===== config.mk =====
export PLATFORM = sky130hd
export DESIGN_NAME = alu_seq
export DESIGN_NICKNAME = d
export VERILOG_FILES = /design/src/rtl/alu_seq.sv
export SDC_FILE = /design/constraint.sdc
export NUM_CORES = 1
export LEC_CHECK = 0
export ABC_AREA = 1
export CORE_MARGIN = 2
export CORE_UTILIZATION = 39
export DETAILED_ROUTE_END_ITERATION = 16
export GPL_ROUTABILITY_DRIVEN = 0
export PLACE_DENSITY = 0.59
export SKIP_CTS_REPAIR_TIMING = 1
export SLEW_MARGIN = 30
export SYNTH_ARGS = -nofsm -noshare
export SYNTH_HDL_FRONTEND = slang
export SYNTH_SLANG_ARGS = --single-unit
export TNS_END_PERCENT = 1

===== constraint.sdc =====
create_clock -name clk -period 2.6 [get_ports clk]
set_clock_uncertainty 0.1 [all_clocks]
set_input_delay 0.39 -clock clk [delete_from_list [all_inputs] [get_ports clk]]
set_output_delay 0.39 -clock clk [all_outputs]
set_load 0.05 [all_outputs]

===== src/rtl/alu_seq.sv =====
// alu_seq: registered, handshaked ALU with status flags.
// Single-cycle ops finish one cycle after accept. MUL (shift-add) and DIV
// (restoring) iterate once per bit, then hold the result until it is consumed.
module alu_seq #(
  parameter int WIDTH = 8
) (
  input  logic             clk,
  input  logic             rst,
  input  logic             in_valid,
  output logic             in_ready,
  input  logic [WIDTH-1:0] a,
  input  logic [WIDTH-1:0] b,
  input  logic [3:0]       op,
  output logic             out_valid,
  input  logic             out_ready,
  output logic [WIDTH-1:0] r,
  output logic [WIDTH-1:0] r_hi,
  output logic             zf,
  output logic             cf,
  output logic             vf,
  output logic             nf,
  output logic             err
);

  localparam int SHW = $clog2(WIDTH);
  localparam int M   = WIDTH - 1;
  localparam logic [SHW-1:0]   CNT_INIT = SHW'(WIDTH - 1);
  localparam logic [WIDTH-1:0] ONE      = WIDTH'(1);

  localparam logic [3:0] OP_ADD  = 4'd0;
  localparam logic [3:0] OP_SUB  = 4'd1;
  localparam logic [3:0] OP_AND  = 4'd2;
  localparam logic [3:0] OP_OR   = 4'd3;
  localparam logic [3:0] OP_XOR  = 4'd4;
  localparam logic [3:0] OP_NOT  = 4'd5;
  localparam logic [3:0] OP_NAND = 4'd6;
  localparam logic [3:0] OP_NOR  = 4'd7;
  localparam logic [3:0] OP_SHL  = 4'd8;
  localparam logic [3:0] OP_SHR  = 4'd9;
  localparam logic [3:0] OP_ASR  = 4'd10;
  localparam logic [3:0] OP_CMP  = 4'd11;
  localparam logic [3:0] OP_INC  = 4'd12;
  localparam logic [3:0] OP_DEC  = 4'd13;
  localparam logic [3:0] OP_MUL  = 4'd14;
  localparam logic [3:0] OP_DIV  = 4'd15;

  typedef enum logic [1:0] {IDLE, BUSY, DONE} state_t;

  state_t state, state_nx;

  logic             accept;
  logic             is_multi;
  logic [SHW-1:0]   cnt;
  logic             mul_q;
  logic [WIDTH-1:0] b_q;
  logic [WIDTH-1:0] hi;   // MUL accumulator / DIV partial remainder
  logic [WIDTH-1:0] lo;   // MUL multiplier (becomes low product) / DIV dividend (becomes quotient)
  logic [WIDTH-1:0] hi_nx, lo_nx;

  // single-cycle result path
  logic [WIDTH-1:0] s_r, s_hi;
  logic             s_zf, s_cf, s_vf, s_nf, s_err;
  logic [WIDTH-1:0] add_rhs, sub_rhs;
  logic [WIDTH:0]   sum_w, dif_w, shl_w, shr_w, asr_w;
  logic [SHW-1:0]   sh;

  assign accept   = in_valid && in_ready;
  // DIV by zero is resolved immediately and never enters the iterative path
  assign is_multi = (op == OP_MUL) || ((op == OP_DIV) && (b != '0));

  // State register
  always_ff @(posedge clk or posedge rst) begin
    if (rst) state <= IDLE;
    else     state <= state_nx;
  end

  // Next-state logic
  always_comb begin
    state_nx = state;
    case (state)
      IDLE:    if (accept) state_nx = is_multi ? BUSY : DONE;
      BUSY:    if (cnt == '0) state_nx = DONE;
      DONE:    if (out_ready) state_nx = IDLE;
      default: state_nx = IDLE;
    endcase
  end

  // Handshake outputs decoded from state
  always_comb begin
    in_ready  = (state == IDLE);
    out_valid = (state == DONE);
  end

  // Single-cycle ALU; shifts use one extra bit to catch the bit shifted out
  always_comb begin
    add_rhs = (op == OP_INC) ? ONE : b;
    sub_rhs = (op == OP_DEC) ? ONE : b;
    sum_w   = {1'b0, a} + {1'b0, add_rhs};
    dif_w   = {1'b0, a} - {1'b0, sub_rhs};
    sh      = b[SHW-1:0];
    shl_w   = {1'b0, a} << sh;
    shr_w   = {a, 1'b0} >> sh;
    asr_w   = $unsigned($signed({a, 1'b0}) >>> sh);
    s_r     = '0;
    s_hi    = '0;
    s_cf    = 1'b0;
    s_vf    = 1'b0;
    s_err   = 1'b0;
    case (op)
      OP_ADD, OP_INC: begin
        s_r  = sum_w[WIDTH-1:0];
        s_cf = sum_w[WIDTH];
        s_vf = (a[M] == add_rhs[M]) && (sum_w[M] != a[M]);
      end
      OP_SUB, OP_DEC: begin
        s_r  = dif_w[WIDTH-1:0];
        s_cf = dif_w[WIDTH];
        s_vf = (a[M] != sub_rhs[M]) && (dif_w[M] != a[M]);
      end
      OP_AND:  s_r = a & b;
      OP_OR:   s_r = a | b;
      OP_XOR:  s_r = a ^ b;
      OP_NOT:  s_r = ~a;
      OP_NAND: s_r = ~(a & b);
      OP_NOR:  s_r = ~(a | b);
      OP_SHL: begin
        s_r  = shl_w[WIDTH-1:0];
        s_cf = shl_w[WIDTH];
      end
      OP_SHR: begin
        s_r  = shr_w[WIDTH:1];
        s_cf = shr_w[0];
      end
      OP_ASR: begin
        s_r  = asr_w[WIDTH:1];
        s_cf = asr_w[0];
      end
      OP_CMP: begin
        s_r[0] = dif_w[WIDTH];
        s_cf   = dif_w[WIDTH];
      end
      OP_DIV: begin
        // only reached here with b == 0
        s_r   = '1;
        s_hi  = a;
        s_err = 1'b1;
      end
      default: ;
    endcase
    s_zf = (s_r == '0);
    s_nf = s_r[M];
  end

  // One iteration step of shift-add multiply or restoring divide
  always_comb begin
    logic [WIDTH:0] msum;
    logic [WIDTH:0] dsh;
    logic [WIDTH:0] ddif;
    msum  = {1'b0, hi} + (lo[0] ? {1'b0, b_q} : '0);
    dsh   = {hi, lo[M]};
    ddif  = dsh - {1'b0, b_q};
    hi_nx = hi;
    lo_nx = lo;
    if (mul_q) begin
      hi_nx = msum[WIDTH:1];
      lo_nx = {msum[0], lo[WIDTH-1:1]};
    end else if (!ddif[WIDTH]) begin
      hi_nx = ddif[WIDTH-1:0];
      lo_nx = {lo[WIDTH-2:0], 1'b1};
    end else begin
      hi_nx = dsh[WIDTH-1:0];
      lo_nx = {lo[WIDTH-2:0], 1'b0};
    end
  end

  // Operand capture, iteration registers and result/flag registers
  always_ff @(posedge clk or posedge rst) begin
    if (rst) begin
      cnt   <= '0;
      mul_q <= 1'b0;
      b_q   <= '0;
      hi    <= '0;
      lo    <= '0;
      r     <= '0;
      r_hi  <= '0;
      zf    <= 1'b0;
      cf    <= 1'b0;
      vf    <= 1'b0;
      nf    <= 1'b0;
      err   <= 1'b0;
    end else if (accept) begin
      if (is_multi) begin
        // results stay as they were until the last iteration lands
        cnt   <= CNT_INIT;
        mul_q <= (op == OP_MUL);
        b_q   <= b;
        hi    <= '0;
        lo    <= a;
      end else begin
        r    <= s_r;
        r_hi <= s_hi;
        zf   <= s_zf;
        cf   <= s_cf;
        vf   <= s_vf;
        nf   <= s_nf;
        err  <= s_err;
      end
    end else if (state == BUSY) begin
      hi <= hi_nx;
      lo <= lo_nx;
      if (cnt == '0) begin
        r    <= lo_nx;
        r_hi <= hi_nx;
        zf   <= (lo_nx == '0);
        cf   <= mul_q && (hi_nx != '0);
        vf   <= 1'b0;
        nf   <= lo_nx[M];
        err  <= 1'b0;
      end else begin
        cnt <= cnt - 1'b1;
      end
    end
  end

endmodule


Word-level counts from Yosys, hierarchy flattened
Index checks and enable logic that the tools add are counted.

Bits in writable memories: 0. ROM bits: 0. Bits in latches: 0. Bits in registers: 51. Input bits: 24. Memories kept: 0. Logic and storage cells: 131.

$mul: 0. $lt $le $gt $ge: 0. Equality and inequality tests: 27. Divide/modulo/power cells: 0. Mux-type cells: 54. Shift operators: 3. Add/sub/neg operators: 5. Reductions and logical operators: 23. Bitwise logic cells: 6.

Operators by type and width (count): $mux W8 (21); $pmux W7 S12 (1); $eq A4 B4 Y1 const B (8); $not A8 Y8 (3); $mux W1 (20); $add A8 B8 Y9 (2); $eq A4 B3 Y1 const B (4); $logic_not A8 Y1 (2); $reduce_bool A8 Y1 (2); $pmux W1 S13 (1); $mux W3 (4); $reduce_and A3 Y1 (3); $shl A8 B3 Y9 (1); $shr A9 B3 Y9 (1); $sshr A9 B3 Y9 (1); $sub A8 B8 Y9 (1); $sub A9 B8 Y9 (1); $and A8 B8 Y8 (1); $eq A4 B2 Y1 const B (2); $mux W2 (4); $or A8 B8 Y8 (1); $xor A8 B8 Y8 (1); $ne A2 B1 Y1 const B (3); $ne A2 B2 Y1 const B (3); other kinds (18) (27).

Depth between registers and ports, before layout
Gate-level depths: netlist (run 1).

Depth in word-level cells: 8. Depth in mapped cells: 19.

Least setup slack after synthesis (run 1)
No wires, ideal clock.

Path type: input-to-reg. From: input port op[0]. To: register zf. Setup time: 0.077 ns. Path slack: -0.025 ns. Path buffers: 0. Data arrival time: 2.447 ns. Stages on the path: 15. Data required time: 2.423 ns. Cells stage by stage: nor2_1 inv_1 nor2_1 nor2_1 fa_1 nand3_1 nand2_1 or2_2 nand3_1 nand3_1 nor2_2 nand2_1 nor2_1 nand3_1 a21oi_1.

Cells in the longest elaborated chain, start to end: 7.

RTL lines: from (decl) (line 13) `input logic [3:0] op,`; $eq A4 B4 Y1 (on tied branches) (line 97, 109, 96); $mux W8 (on tied branches) (line 97, 96); $sub A8 B8 Y9 or $add A8 B8 Y9 (tied branches) (line 99, 98); $pmux W1 S13 or $pmux W7 S12 (tied branches) (line 109) `case (op)`; $logic_not A8 Y1 (line 150) `s_zf = (s_r == '0);`; $mux W1 (line 192) `if (is_multi) begin`; $mux W1 (line 191) `end else if (accept) begin`; to (signal assigned) (line 202) `zf <= s_zf;`; to (signal assigned) (line 214) `zf <= (lo_nx == '0);`; to (decl) (line 18) `output logic zf,`.

Several ways; a longest one is shown, not always the timed one. The select of a mux whose other input is x is not followed. A chain may end at the register's enable or synchronous reset.

Worst setup path after layout (run 1)
From: input port a[0]. To: register zf.

Cells in the longest elaborated chain, start to end: 6.

RTL lines: from (decl) (line 11) `input logic [WIDTH-1:0] a,`; parallel branches: the longest is 3 deep, another holds $sub A8 B8 Y9; $logic_not A8 Y1 (*) (line 150); $mux W1 (*) (line 192); $mux W1 (*) (line 191).

Every way passes the cells marked *. The select of a mux whose other input is x is not followed.

==> results.md, run 1 <==
* Total negative slack for setup checks at 0 ns
* Depth of the CTS H-tree at 2
* Longest Clk Path Bufs at 2
* Number of enable flip-flop cells after synthesis at 0
* # setup viols final at 0
* Buffer type at the clock tree root: clkbuf_16
* Initial antenna violation count at 0
* Layout net count at 1,132
* Most frequent cells after synthesis: nand2_1 (285), inv_1 (113), nor2_1 (82), o21ai_0 (81), nand3_1 (69)
* Power per unit of standard cell area at 992 nW/µm²
* Num CTS Buffers at 5
* Post-Route Utilization at 53.4%
* Largest net degree at the start of global routing at 25
* DIE WIDTH at 124 µm
* Total detailed-routing wirelength at 19,200 µm
* Seq/Total Area, Yosys at roughly 22%
* Synthesized netlist net count at roughly 1,000
* Post-Synthesis Cell Area at 5600 µm²
* Core area at 13,900 µm²
* Number of global-route vias before repair at 6,117
* Most common flop cell mapped by yosys: dfrtp_1
* Crit-path cells: clkdlybuf4s50_1, inv_1, ha_1, inv_1, fa_2, nand2_1, nand4_1, nor2_1, nand2_1, nor2_1, nand3_1, a21oi_1
* Share of Yosys cell area claimed by the top area cell type at ~22%
* Startpoint-to-endpoint class of the critical path: in -> reg
* Mapped Cells at 911
* Number of maximum-capacitance violations at 0
* Result of the run: complete, no violations
* GRT Total Usage at 25.8%
* Sum of overflow across all layers after global routing at 0
* Maximum resistive drop on vdd at approximately 0.00043 V
* Count of endpoints failing hold in the final timing report at 0
* Worst slew slack as a fraction of its limit at about 60%
* Skew-Pair Late Insertion Delay at 0.30 ns
* Number of sinks handled by clock tree synthesis at 50
* Stage delay of the slowest cell on the critical path at 0.52 ns
* Antenna diode count at 0
* Tightest Pin Transition at 0.593 ns
* Total via count in the routed design at ~6,500
* Initial standard-cell utilization of the core at 40.2%
* Mean Syn Cell Area at 6.15 µm²
* Detailed Route Iter0 Violations at 465
* Area growth from synthesis to layout at 32.8%
* Cell accounting for the most synthesized area: dfrtp_1
* Vertical die dimension at about 120 µm
* Wire length of the first global-routing pass at 30,600 µm
* Cell types with the largest area share after synthesis: dfrtp_1 (22%), nand2_1 (19%), ha_1 (11%)
* CP bufs+invs at 3
* Per-cell via count in the routed design at 5.25
* Post-route DRC at 0
* Count of buffers from port buffering at 46
* Yosys cell types at 43
* Worst slack on hold paths at ~0.29 ns
* Final routed wire length divided by cell count at 15.5 µm
* CTS tree: yes
* Number of synthesis warnings at 0
* Max frequency at 0.411 GHz
* Row Count at 43
* Top cell family by delay on the critical path: buffers and inverters
* Clk slew on worst S/H paths at 0.08 ns
* Post-DP HPWL at 15,700 µm
* Number of fill cells in the layout at 1,438
* Share of flip-flops with an asynchronous set or reset at 100%
* Total iterations of the first detailed-routing run at 5
* Largest fanout of any net on the critical path at 3
* Final critical delay including setup and external delays at 2.43 ns
* Total Die Area at 15,300 µm²
* Sort of element at the end of the critical path: register
* Final count of pins violating max slew at 0
* Cell with the largest stage delay on the worst path: clkdlybuf4s50_1
* Post-route fraction of the period consumed by the critical path at ~94%
* ANT nets after route at 0
* Min-delay worst type: in -> async
* Number of placed I/O pins at 47
* RSZ-0062 raised after global routing: true
* Crit path DAT at 2.56 ns
* CP Launch Type: input port
* Share of cells above drive strength 1 at 18.7%
* Leakage at approximately 3.9 nW
* Synthesized flop and latch total at 50
* Required time at the endpoint of the critical path at 2.72 ns
* Most common cell in the synthesized netlist: nand2_1
==> report_power, final <==
part | switching, mW | leakage [nW] | internal [mW]
clock network | 0.323 | 0.0763 | 0.369
registers | 0.289 | 0.623 | 1.13
logic | 3.22 | 3.22 | 2.04
==> state kept, by name, summed over array words and instances, names as in the netlist <==
name   cells
zf         1
lo         8
b_q        8
state      2
vf         1
mul_q      1
r          8
err        1
cnt        3
r_hi       8
hi         8
cf         1
==> kinds of logic after synthesis <==
family	after synthesis	share of synthesized area, %
flip-flops	50	22.3
XOR/XNOR	5	0.782
AO/OA/AOI/OAI	164	16.4
buffers and inverters	149	10.8
adder cells (fa/ha/maj)	55	12.8
AND/OR/NAND/NOR	488	36.8
==> metrics by stage <==
step	cells	setup WS, ns	instance area (µm²)	power, mW
after floorplan	911	0.0687	5600	4.59
after global routing	1234	-0.0347	7440	8.09
after global placement	1222	-0.457	6990	6.24
final	1234	0.165	7440	7.38
after detailed placement	1222	-0.503	6990	6.26
after CTS	1230	-0.193	7140	6.97
==> placed cells by master, fill, tap and decap left out, types with 3 or more instances in the layout <==
master / n
nand3_1: 65
a21oi_2: 5
dfrtp_1: 50
xor2_1: 3
o21a_1: 4
ha_1: 44
a21oi_1: 30
clkdlybuf4s50_1: 36
nor2_2: 11
dlymetal6s2s_1: 10
nand3_2: 3
nand2_4: 6
nand3b_1: 3
nand2_2: 13
o21ai_0: 78
nand2_1: 272
clkbuf_16: 5
buf_4: 113
o211ai_1: 10
o22ai_1: 4
or2_2: 6
nand4_1: 26
ha_4: 6
inv_2: 12
o221ai_1: 4
nor2_1: 72
fa_2: 3
a31oi_1: 11
o21ai_1: 8
inv_1: 108
==> worst paths after layout <==
check	from	to	slack, ns	cells after the start
max in group asynchronous	rst	b_q[7]	1.52	3
hold / removal	rst	cnt[0]	0.29	2
setup reg to reg	lo[7]	cf	0.17	19
hold reg to reg	err	err	0.38	2
setup / recovery	a[0]	zf	0.17	12
min in group clk	err	err	0.38	2
==> per-layer routing <==
metal  track usage [%]  wire length (µm)
met1              33.8              8540
met2              42.8              8690
met3              2.93              1060
met4              11.4               873
met5                 0                 0
==> final cells by class <==
| class | instances | area [µm²] | area share, % |
|---|---|---|---|
| tap | 180 | 225 | 3.03 |
| clock inverter | 3 | 28.8 | 0.387 |
| sequential | 50 | 1250 | 16.8 |
| timing repair buffer | 161 | 1370 | 18.3 |
| multi-input combinational | 712 | 3980 | 53.5 |
| clock buffer | 5 | 125 | 1.68 |
| inverter | 123 | 463 | 6.22 |
Power figures use the tool's default switching activity.
==> run 2, diff against run 1 <==
GPL_ROUTABILITY_DRIVEN = not set   (was 0)
HOLD_SLACK_MARGIN = 0.06   (was not set)
==> run 2 against run 1 <==
Net effect:
- clock power increased by 11%
- core utilization is 1.4 points higher
- sequential power is essentially flat
- largest power group unchanged
- sequential cell count is the same
- critical endpoint is now cf
==> results.md, run 2 (same netlist as run 1, synthesis figures left out) <==
* Tightest Pin Transition at 0.561 ns (was 0.593 ns)
* Critical register-to-register path endpoint: cf (unchanged)
* Post-route DRC at 0 (unchanged)
* Final routed wire length divided by cell count at 15.7 µm (was 15.5 µm)
* Share of total power in sequential cells at 18.5% (was 19.3%)
* Worst slew slack as a fraction of its limit at 62.4% (was 60.3%)
* Vertical die dimension at 124 µm (unchanged)
* Total via count in the routed design at 6,537 (was 6,474)
* Share of cells above drive strength 1 at 20.8% (was 18.7%)
* Cell with the largest stage delay on the worst path: dfrtp_1 (was clkdlybuf4s50_1)
* Clk slew on worst S/H paths at 0.07 ns (was 0.08 ns)
* Power share of the combinational group at 71.4% (was 71.3%)
* Layout net count at 1,147 (was 1,132)
* RSZ-0062 raised after global routing: true (unchanged)
* Total Power Consumption at 7.69 mW (was 7.38 mW)
* Num CTS Buffers at 5 (unchanged)
* DIE WIDTH at 124 µm (unchanged)
* Largest fanout of any net on the critical path at 8 (was 3)
* Reg2Reg Depth at 19 (unchanged)
* Area growth from synthesis to layout at 36.4% (was 32.8%)
* Most frequent cells in the layout: nand2_1 (269), buf_4 (126), inv_1 (108) (was nand2_1 (272), buf_4 (113), inv_1 (108))
* Count of buffers from port buffering at 46 (unchanged)
* CP Launch Type: register (was input port)
* CTS tree: yes (unchanged)
* Post-Route Utilization at 54.8% (was 53.4%)
* Largest net degree at the start of global routing at 30 (was 25)
* Count of endpoints failing hold in the final timing report at 0 (unchanged)
* Number of global-route vias before repair at 6,023 (was 6,117)
* Required time at the endpoint of the critical path at 2.70 ns (was 2.72 ns)
* Initial standard-cell utilization of the core at 40.2% (unchanged)
* Final weighted congestion in routability-driven placement at approximately 0.97
* Power per unit of standard cell area at 1010 nW/µm² (was 992 nW/µm²)
* Setup slack of the most critical reg-to-reg path at 0.13 ns (was 0.17 ns)
* Wire length of the first global-routing pass at 30,800 µm (was 30,600 µm)
* Number of standard cells in the final layout excluding fillers at 1,249 (was 1,234)
* Total detailed-routing wirelength at 19,600 µm (was 19,200 µm)
* Skew-Pair Late Insertion Delay at 0.30 ns (about the same)
* Cell repeated most along the worst path: nand2_1
* Number of placed I/O pins at 47 (unchanged)
* Cell-internal power at 3.76 mW (was 3.54 mW)
* Detailed Route Iter0 Violations at 459 (was 465)
* Stage delay of the slowest cell on the critical path at 0.39 ns (was 0.52 ns)
* Crit path DAT at 2.56 ns (about the same)
* Per-cell via count in the routed design at 5.23 (was 5.25)
* Min-delay worst type: in -> async (unchanged)
* Placed Cells incl. Taps at 1,228 (was 1,222)
* Clock share of power at 10.0% (was 9.4%)
* Initial antenna violation count at 0 (unchanged)
* Max frequency at 0.406 GHz (was 0.411 GHz)
* Row Count at 43 (unchanged)
* Startpoint-to-endpoint class of the critical path: reg -> reg (was in -> reg)
* Buffer type at the clock tree root: clkbuf_16 (unchanged)
* Sort of element at the end of the critical path: register (unchanged)
* Final count of pins violating max slew at 0 (unchanged)
* # setup viols final at 0 (unchanged)
* Leakage at 4.01 nW (was 3.91 nW)
* Net Sw Frac at 51.0% (was 52.0%)
* Total iterations of the first detailed-routing run at 5 (unchanged)
* GRT Total Usage at 26.2% (was 25.8%)
* Number of fill cells in the layout at 1,383 (was 1,438)
* Maximum resistive drop on vdd at 0.000474 V (was 0.000430 V)
* Post-route fraction of the period consumed by the critical path at 94.8% (was 93.6%)
* Number of sinks handled by clock tree synthesis at 50 (unchanged)
* Longest Clk Path Bufs at 2 (unchanged)
* FF-to-FF Start: lo[7] (unchanged)
* Post-DP HPWL at 15,800 µm (was 15,700 µm)
* ANT nets after route at 0 (unchanged)
* Net switching power at 3.93 mW (was 3.83 mW)
* Sum of overflow across all layers after global routing at 0 (unchanged)
* Depth of the CTS H-tree at 2 (unchanged)
* Worst slack on hold paths at 0.341 ns (was 0.295 ns)
* Number of maximum-capacitance violations at 0 (unchanged)
* Crit-path cells: inv_2, ha_4, inv_4, fa_2, nand2_2, nand2_4, nand3_4, nand2_4, nand2_4, nand2_8, buf_4, nand2_1, nand3_2, nand2_1, nand2_1, nor2_1, nand2_1, nand2_2, a21oi_2 (was clkdlybuf4s50_1, inv_1, ha_1, inv_1, fa_2, nand2_1, nand4_1, nor2_1, nand2_1, nor2_1, nand3_1, a21oi_1)
* Most common library cell in the layout ignoring fill and taps: nand2_1 (unchanged)
* Antenna diode count at 0 (unchanged)
* Total Die Area at 15,300 µm² (unchanged)
* Core area at 13,900 µm² (unchanged)
* Final critical delay including setup and external delays at 2.47 ns (was 2.43 ns)
* Result of the run: complete, no violations (unchanged)
-- run 2: cell types whose count changed in the layout (fill, tap and decap cells not counted), sizes merged --
cell,delta
bufinv,+1
clkdlybuf4s50,+1
inv,-1
dlymetal6s2s,-1
buf,+15
-- run 2: stage by stage --
step,setup WS (ns),area [µm²],setup TNS (ns)
global placement,-0.521,7040,-5.04
floorplan,0.0687,5600,0
detailed placement,-0.553,7040,-5.13
finish,0.134,7640,0
CTS,-0.248,7200,-0.897
global route,-0.0494,7640,-0.0756
-- run 2: per-layer routing --
metal  vias up  track usage, %  wire length (µm)
li1       3308               -                 -
met5         -               0                 0
met3        46            3.02              1230
met4         0            11.6               678
met1      2946            34.9              8690
met2       237            42.5              9030
-- run 2: how the worst max path moves through the flow --
stage               end   from  depth (start not counted)
floorplan            zf  op[0]                         15
global placement     zf  op[1]                         17
detailed placement   zf  op[1]                         17
CTS                  zf  op[1]                         17
global route         cf  lo[0]                         15
finish               cf  lo[7]                         19
-- run 2: area by class of cell --
cell class / count / area [µm²] / share of cell area, %
clock buffer: 5 / 125 / 1.64
tap: 180 / 225 / 2.95
sequential: 50 / 1250 / 16.4
clock inverter: 3 / 43.8 / 0.573
inverter: 123 / 465 / 6.09
timing repair buffer: 176 / 1480 / 19.4
multi-input combinational: 712 / 4040 / 52.9
-- run 2: worst max-delay path, delay by kind of cell (launching register included) --
| family | cells | cell delay (ns) |
|---|---|---|
| DFF | 1 | 0.39 |
| AOI/OAI and AO/OA | 1 | 0.05 |
| and+or+nand+nor | 13 | 1.02 |
| buffers and inverters | 3 | 0.28 |
| adders and majority gates | 2 | 0.52 |
-- run 2: power by group through the flow --
| stage | clock [mW] | combinational, mW | sequential (mW) |
|---|---|---|---|
| finish | 0.771 | 5.49 | 1.43 |
| global route | 0.809 | 6.07 | 1.48 |
| CTS | 0.786 | 4.89 | 1.41 |
| detailed placement | 0 | 4.87 | 1.42 |
| global placement | 0 | 4.83 | 1.43 |
| floorplan | 0 | 2.74 | 1.85 |
